[config.mk]
export PLATFORM = sky130hd
export DESIGN_NAME = lms_adapt_core_flat
export DESIGN_NICKNAME = d
export VERILOG_FILES = /design/src/rtl/lms_adapt_if.sv /design/src/rtl/lms_adapt_core.sv /design/src/flat_wrapper.sv
export SDC_FILE = /design/constraint.sdc
export NUM_CORES = 2
export LEC_CHECK = 0
export ABC_CLOCK_PERIOD_IN_PS = 32200
export CAP_MARGIN = 0
export CORE_MARGIN = 5
export CORE_UTILIZATION = 54
export CTS_CLUSTER_DIAMETER = 100
export DETAILED_ROUTE_END_ITERATION = 12
export GPL_ROUTABILITY_DRIVEN = 0
export PLACE_DENSITY = 0.77
export SLEW_MARGIN = 20
export SYNTH_ARGS = -nofsm -noshare
export SYNTH_HDL_FRONTEND = slang
export SYNTH_SLANG_ARGS = --single-unit
export TNS_END_PERCENT = 50
[constraint.sdc]
create_clock -name clk -period 32.2 [get_ports clk]
set_input_delay 8.05 -clock clk [delete_from_list [all_inputs] [get_ports clk]]
set_output_delay 8.05 -clock clk [all_outputs]
set_load 0.1 [all_outputs]
[src/rtl/lms_adapt_if.sv]
// lms_adapt_if: sample handshake, results and weight readback for lms_adapt_core
interface lms_adapt_if #(
  parameter int DW = 16,
  parameter int TAPS = 16
);
  logic in_valid, in_ready, adapt_en, w_clr, out_valid;
  logic signed [DW-1:0] x_in, d_in, y_out, e_out, coef_data;
  logic [$clog2(TAPS)-1:0] coef_addr;
  modport master (
    output in_valid, x_in, d_in, adapt_en, w_clr, coef_addr,
    input in_ready, out_valid, y_out, e_out, coef_data
  );
  modport slave (
    input in_valid, x_in, d_in, adapt_en, w_clr, coef_addr,
    output in_ready, out_valid, y_out, e_out, coef_data
  );
endinterface

[src/rtl/lms_adapt_core.sv]
// lms_adapt_core: sample-serial LMS adaptive FIR, one MAC per cycle for filtering and weight update
module lms_adapt_core #(
  parameter int DW = 16,
  parameter int TAPS = 16,
  parameter int MU_SHIFT = 8
) (
  input logic clk,
  input logic rst_btn,
  lms_adapt_if.slave bus
);
  localparam int AW = $clog2(TAPS);
  localparam int ACW = 2 * DW + AW;
  localparam logic signed [ACW-1:0] sat_hi = {{(ACW-DW+1){1'b0}}, {(DW-1){1'b1}}};
  localparam logic signed [ACW-1:0] sat_lo = ~sat_hi;
  typedef logic signed [2*DW-1:0] prod_t;
  typedef enum logic [2:0] {IDLE, FILTER, ERR, UPDATE, DONE} state_t;
  state_t state, nxt;
  logic [AW-1:0] k;
  logic signed [DW-1:0] w [TAPS];
  logic signed [DW-1:0] x [TAPS];
  logic signed [DW-1:0] d_r, y_r, e_r, y_c, e_c, y_o, e_o, c_o, w_new;
  logic signed [ACW-1:0] acc;
  prod_t mac, upd;
  logic adapt_r, last, accept;

  function automatic logic signed [DW-1:0] sat(input logic signed [ACW-1:0] v);
    return v > sat_hi ? sat_hi[DW-1:0] : v < sat_lo ? sat_lo[DW-1:0] : v[DW-1:0];
  endfunction

  assign last = k == AW'(TAPS - 1);
  assign accept = bus.in_valid && bus.in_ready;
  assign mac = prod_t'(w[k]) * prod_t'(x[k]);
  assign upd = (prod_t'(e_r) * prod_t'(x[k])) >>> (DW - 1 + MU_SHIFT);
  assign w_new = sat(ACW'(w[k]) + ACW'(upd));
  assign y_c = sat(acc >>> (DW - 1));
  assign e_c = sat(ACW'(d_r) - ACW'(y_c));
  // w_clr takes the IDLE cycle for itself, so no sample is accepted alongside it
  assign bus.in_ready = state == IDLE && !rst_btn && !bus.w_clr;
  assign bus.out_valid = state == DONE;
  assign bus.y_out = y_o;
  assign bus.e_out = e_o;
  assign bus.coef_data = c_o;

  always_comb begin
    nxt = state;
    case (state)
      IDLE: nxt = accept ? FILTER : IDLE;
      FILTER: nxt = last ? ERR : FILTER;
      ERR: nxt = adapt_r ? UPDATE : DONE;
      UPDATE: nxt = last ? DONE : UPDATE;
      default: nxt = IDLE;
    endcase
  end

  always_ff @(posedge clk)
    if (rst_btn) begin
      state <= IDLE;
      k <= '0;
      acc <= '0;
      d_r <= '0;
      y_r <= '0;
      e_r <= '0;
      adapt_r <= 1'b0;
      y_o <= '0;
      e_o <= '0;
      c_o <= '0;
      for (int i = 0; i < TAPS; i++) begin
        w[i] <= '0;
        x[i] <= '0;
      end
    end else begin
      state <= nxt;
      c_o <= w[bus.coef_addr];
      k <= (state == FILTER || state == UPDATE) && !last ? k + AW'(1) : '0;
      if (state == IDLE && bus.w_clr)
        for (int i = 0; i < TAPS; i++) w[i] <= '0;
      if (accept) begin
        for (int i = TAPS - 1; i > 0; i--) x[i] <= x[i-1];
        x[0] <= bus.x_in;
        d_r <= bus.d_in;
        adapt_r <= bus.adapt_en;
        acc <= '0;
      end
      if (state == FILTER) acc <= acc + ACW'(mac);
      if (state == ERR) begin
        y_r <= y_c;
        e_r <= e_c;
      end
      if (state == UPDATE) w[k] <= w_new;
      // results change only on entry to DONE so they hold across the next sample's ERR
      if (nxt == DONE) begin
        y_o <= state == ERR ? y_c : y_r;
        e_o <= state == ERR ? e_c : e_r;
      end
    end
endmodule

[src/flat_wrapper.sv]
// flat-port wrapper written by rule: the top's interface ports become plain ports
module lms_adapt_core_flat 
#(
  parameter int DW = 16,
  parameter int TAPS = 16,
  parameter int MU_SHIFT = 8
)
  (clk, rst_btn, bus_in_valid, bus_x_in, bus_d_in, bus_adapt_en, bus_w_clr, bus_coef_addr, bus_in_ready, bus_out_valid, bus_y_out, bus_e_out, bus_coef_data);
  lms_adapt_if #(.DW(DW), .TAPS(TAPS)) bus_i ();
  input logic clk;
  input logic rst_btn;
  input wire logic [$bits(bus_i.in_valid)-1:0] bus_in_valid;
  input wire logic [$bits(bus_i.x_in)-1:0] bus_x_in;
  input wire logic [$bits(bus_i.d_in)-1:0] bus_d_in;
  input wire logic [$bits(bus_i.adapt_en)-1:0] bus_adapt_en;
  input wire logic [$bits(bus_i.w_clr)-1:0] bus_w_clr;
  input wire logic [$bits(bus_i.coef_addr)-1:0] bus_coef_addr;
  output wire logic [$bits(bus_i.in_ready)-1:0] bus_in_ready;
  output wire logic [$bits(bus_i.out_valid)-1:0] bus_out_valid;
  output wire logic [$bits(bus_i.y_out)-1:0] bus_y_out;
  output wire logic [$bits(bus_i.e_out)-1:0] bus_e_out;
  output wire logic [$bits(bus_i.coef_data)-1:0] bus_coef_data;
  assign bus_i.in_valid = bus_in_valid;
  assign bus_i.x_in = bus_x_in;
  assign bus_i.d_in = bus_d_in;
  assign bus_i.adapt_en = bus_adapt_en;
  assign bus_i.w_clr = bus_w_clr;
  assign bus_i.coef_addr = bus_coef_addr;
  assign bus_in_ready = bus_i.in_ready;
  assign bus_out_valid = bus_i.out_valid;
  assign bus_y_out = bus_i.y_out;
  assign bus_e_out = bus_i.e_out;
  assign bus_coef_data = bus_i.coef_data;
  lms_adapt_core #(.DW(DW), .TAPS(TAPS), .MU_SHIFT(MU_SHIFT)) u_core (.clk(clk), .rst_btn(rst_btn), .bus(bus_i));
endmodule
==> Word-level counts from Yosys, hierarchy flattened <==
Memories as Yosys holds them, arrays and structs flattened. A register that Yosys moved wholly into a read port is not among the register bits.
Cells that the tools add are included.
{ "word_totals": {"regBits": 124, "ram_bits": 512, "out_inout_bits": 50, "wordCells": 138, "mem_count": 2} }
{ "memory_table": {"columns": ["name", "words", "word_bits", "rd", "rd_ports_with_merged_regs", "wr", "line", "rtl"], "rows": [
  ["u_core.w", 16, 16, 2, 2, 16, "lms_adapt_core.sv:19", "logic signed [DW-1:0] w [TAPS];"],
  ["u_core.x", 16, 16, 16, 1, 16, "lms_adapt_core.sv:20", "logic signed [DW-1:0] x [TAPS];"]
]} }
{ "op_classes": {"add_sub_neg": 4, "multipliers": 2, "order_cmp": 6, "eq_ne": 6, "muxes": 63, "bitwise_logic": 33, "reduce_logical": 13} }
{ "ops": {"columns": ["op", "n"], "rows": [
  ["$mux W16", 41],
  ["$gt A36 B16 Y1 const B", 2],
  ["$lt A36 B16 Y1 const B", 2],
  ["$mux W36", 2],
  ["$mul A16 B16 Y32", 2],
  ["$add A36 B32 Y36", 1],
  ["$or A1 B1 Y1", 32],
  ["$gt A21 B16 Y1 const B", 1],
  ["$lt A21 B16 Y1 const B", 1],
  ["$add A16 B9 Y17", 1],
  ["$sub A16 B16 Y17", 1],
  ["$reduce_or A16 Y1", 1],
  ["$mux W1", 13],
  ["$mux W4", 3],
  ["$pmux W3 S4", 1],
  ["$eq A3 B2 Y1 const B", 2],
  ["$eq A3 B3 Y1 const B", 2],
  ["$mux W3", 2],
  ["$logic_and A1 B1 Y1", 5],
  ["$add A4 B1 Y4 const B", 1],
  ["$eq A4 B4 Y1 const B", 1],
  ["$eq A3 B1 Y1 const B", 1],
  ["$logic_not A1 Y1", 3],
  ["$logic_not A3 Y1", 1],
  ["5 further kinds", 5]
]} }

==> Logic depth before layout (Yosys ltp) <==
{ "logic_depth": {"ltp_word": 8, "depth_mapped": 49, "ltp_nobuf": 41} }

==> Least setup slack after synthesis <==
No wires, ideal clock.
{ "synth_path": {"kind": "in2out", "from": "input port rst_btn", "to": "output port bus_in_ready", "t_arrival_ns": 9.949, "setup_slack_ns": 14.201, "cell_stages": 4, "n_path_buf": 2, "path_cell_list": "clkbuf_1 nor2_1 nor4b_1 clkbuf_1"} }
{ "synth_between": {"elab_chain_len": 3} }
{ "synth_lines": {"columns": ["element", "line", "rtl"], "rows": [
  ["start, declared", "flat_wrapper.sv:11", "input logic rst_btn;"],
  ["$logic_not A1 Y1", "lms_adapt_core.sv:38", "assign bus.in_ready = state == IDLE && !rst_btn && !bus.w_clr;"],
  ["$logic_and A1 B1 Y1 (2 in series)", "lms_adapt_core.sv:38", null],
  ["end, declared", "flat_wrapper.sv:18", "output wire logic [$bits(bus_i.in_ready)-1:0] bus_in_ready;"]
]} }
No other way between the ends.

==> Final worst setup path <==
{ "layout_path": {"from": "input port bus_w_clr", "to": "output port bus_in_ready"} }
{ "layout_between": {"elab_chain_len": 2} }
{ "layout_lines": {"columns": ["element", "line", "rtl"], "rows": [
  ["start, declared", "flat_wrapper.sv:16", "input wire logic [$bits(bus_i.w_clr)-1:0] bus_w_clr;"],
  ["$logic_not A1 Y1", "lms_adapt_core.sv:38", null],
  ["$logic_and A1 B1 Y1", "lms_adapt_core.sv:38", null]
]} }
No other way between the ends.

==> summary.md <==
| Metric | Value |
|---|---|
| Status | `finished clean` |
| Hold crit path type | `reg2reg` |
| Pre-Repair DR Iteration Count | `6` |
| Worst-margin pin slew | `1240 ps` |
| Clock buffer depth | `3` |
| Switching part of the total | `0.381` |
| Cell taking the most area after synthesis | `edfxtp_1` |
| First-pass GRT wire length | `209000 um` |
| Resize count post-CTS | `0` |
| VDD IR max | `0.0671 mV` |
| Fraction of the cycle the final worst path needs | `0.580` |
| Vias | `35800` |
| Yosys top cell area share | `0.293` |
| CTS tree | `done` |
| Post-DR vias/cell | `6.14` |
| Setup Viol. Count Final | `0` |
| Drt initial violations | `3574` |
| LEAKAGE | `24.1 nW` |
| Die Y | `322 um` |
| Cell Int Power | `2.00 mW` |
| Dominant synthesized flop cell | `edfxtp_1` |
| CP endpoint kind | `primary output` |
| Slew headroom | `0.170` |
| Final nets | `5342` |
| PnR Total Power | `3.24 mW` |
| Max-slew violations | `0` |
| Unrepaired setup endpoints after global routing | `false` |
| Worst EP arrival | `10640 ps` |
| Synthesized cell area | `52400 um^2` |
| Clock power frac | `0.254` |
| Combinational share of power | `0.440` |
| Hold buffers post-CTS | `0` |
| Sink Count | `652` |
| H-tree depth | `3` |
| Die area | `103000 um^2` |
| Clk slew on worst S/H paths | `60 ps` |
| Seq/Total Area, Yosys | `0.347` |
| Max Cap Viol | `0` |
| WS Path Type | `in2out` |
| Power Dens Cells | `57.5 nW/um^2` |
| Total Routing Usage GR | `0.257` |
| Antenna Cells | `0` |
| NetSw | `1.23 mW` |
| Detailed placement HPWL | `87500 um` |
| Initial antenna violation count | `1` |
| Residual DRC count | `0` |
| Number of port buffers | `90` |
| Starting Density | `0.543` |
| Synthesis-stage register bit count | `652` |
| Post-synth EDFFs | `512` |
| Crit start category | `input port` |
| CTS root buf | `clkbuf_16` |
| Largest net degree at the start of global routing | `194` |
| Setup tns final | `0 ps` |
| Total setup buffers inserted after CTS | `0` |
| Area growth syn-to-layout | `7.55%` |
| Total gr overflow | `0` |
| Antenna-violating nets left | `0` |
| Rows | `114` |
| Syn avg cell area | `11.4 um^2` |
| Synthesized Nets | `5439` |
| WL/cell | `22.5 um` |
| YS warnings | `0` |
| # IOs | `91` |
| WP data required | `24150 ps` |
| Cells after synthesis | `4602` |
| Unique masters post-synth | `88` |
| Tmin final | `18690 ps` |
| Vias in the first global route | `37800` |
| Dominant cells by area after synthesis | `edfxtp_1 29%, fa_1 22%, mux4_2 9.7%` |
| Core footprint | `96600 um^2` |
| Clk_skew | `55.5 ps` |
| Sequential share of power | `0.306` |
| Later-pin clock latency in the skew report | `670 ps` |
| Final number of hold-violating endpoints | `0` |
| Inserted Clock Buffers | `72` |
| FMAX | `53.5 MHz` |
| Setup slack, reg-to-reg | `18130 ps` |
| Share of layout cells above drive strength 1 | `0.102` |
| Die width | `322 um` |
| Crit path max fanout | `29` |
| Post-synth ARST share | `0` |
| DRT Wirelength | `131000 um` |
==> cell usage in the layout (no fill, tap or decap), drive strengths merged, types with 48 or more instances in the layout <==
master | netlist | routed
inv | 610 | 613
fa | 577 | 577
edfxtp | 512 | 512
nand2 | 412 | 412
and3 | 266 | 266
a21oi | 236 | 236
mux4 | 225 | 225
ha | 219 | 219
nor2 | 207 | 207
and2 | 194 | 194
nor3 | 188 | 188
dfxtp | 140 | 140
clkbuf | 226 | 101
clkdlybuf4s50 | 0 | 86
buf | 91 | 60
nand3 | 58 | 58
xnor2 | 57 | 57
o21ai | 56 | 56
a211oi | 48 | 48
==> through the flow <==
step	area [um^2]	hold slack [ps]	util	setup WS, ps	std cells
final	56400	466	0.584	13510	5837
after global routing	56400	483	0.584	13510	5837
after CTS	56400	467	0.584	13540	5837
after detailed placement	54000	458	0.559	13540	5707
after global placement	54000	446	0.559	13540	5707
after floorplan	52400	436	-	14200	4602
==> synthesized netlist by cell type, types with 5 or more instances <==
library cell	number
a22oi_1	6
buf_6	14
ha_1	219
o21bai_1	12
a211oi_2	10
a2bb2oi_1	7
mux4_2	225
a21oi_1	236
nor3_1	172
inv_1	609
nand3_1	57
dfxtp_1	140
o211ai_1	5
and2_1	194
nand4_1	6
or3_1	6
a21o_1	24
buf_1	34
nor3_2	8
o21ai_0	53
nand2_1	411
mux2i_1	19
xor2_1	20
o21a_1	15
mux2_2	5
buf_2	34
a211oi_1	38
edfxtp_1	512
clkbuf_1	226
a31oi_1	10
or2_2	8
nor2b_1	32
buf_4	7
fa_1	577
nor2_1	206
xnor2_1	56
nor3_4	8
nand2b_1	32
and3_1	266
==> kinds of logic after synthesis <==
logic type	synth area share
adder cells (fa/ha/maj)	0.273
flip-flops	0.347
XOR/XNOR	0.0134
AO/OA/AOI/OAI	0.0547
AND/OR/NAND/NOR	0.140
multiplexers	0.102
buffers and inverters	0.0702
==> path summary, 6_finish.rpt <==
path,start,end,depth (start not counted)
max,bus_w_clr,bus_in_ready,4
min,u_core.d_r[11]$_SDFFE_PP0P_,u_core.d_r[11]$_SDFFE_PP0P_,2
max reg2reg,u_core.k[0]$_SDFF_PP0_,u_core.w[15][12]$_SDFFCE_PN0P_,41
min reg2reg,u_core.d_r[11]$_SDFFE_PP0P_,u_core.d_r[11]$_SDFFE_PP0P_,2
==> area by class of cell <==
class	instances	area (um^2)
Fill cell	7625	40200
Multi-Input combinational cell	3023	30600
Sequential cell	652	18200
Inverter	610	2290
Clock buffer	101	2010
Tap cell	1276	1600
Timing Repair Buffer	146	1330
Clock inverter	29	328
==> layer usage <==
layer  routed length [um]  share of wire  GRT usage  vias to the layer above
met5                    0              0          0                        -
met4                 5400          0.041      0.101                        0
met3                12400          0.095     0.0559                      373
met2                63900           0.49      0.424                     1830
met1                49300           0.38      0.336                    18200
li1                     -              -          -                    15400
==> power by group through the flow <==
| stage | clock [mW] | sequential [mW] | combinational [mW] |
|---|---|---|---|
| after detailed placement | 0 | 1.01 | 1.39 |
| after CTS | 0.831 | 0.991 | 1.41 |
| after global placement | 0 | 1.00 | 1.37 |
| after global routing | 0.869 | 0.997 | 1.59 |
| after floorplan | 0 | 1.01 | 1.09 |
| final | 0.823 | 0.992 | 1.42 |
==> flip-flops by register name (all words and copies together), names as in the netlist <==
| signal | cells |
|---|---|
| u_core.bus.e_out | 16 |
| u_core.adapt_r | 1 |
| u_core.d_r | 16 |
| u_core.bus.coef_data | 16 |
| u_core.e_r | 16 |
| u_core.k | 4 |
| u_core.x | 256 |
| u_core.y_r | 16 |
| u_core.acc | 36 |
| u_core.bus.y_out | 16 |
| u_core.state | 3 |
| u_core.w | 256 |
==> worst max-delay path: stages <==
cell,delay (ps)
clkdlybuf4s50_1,480
nor4b_2,490
buf_4,390
clkdlybuf4s50_1,1200
Power figures use the tool's default switching activity.
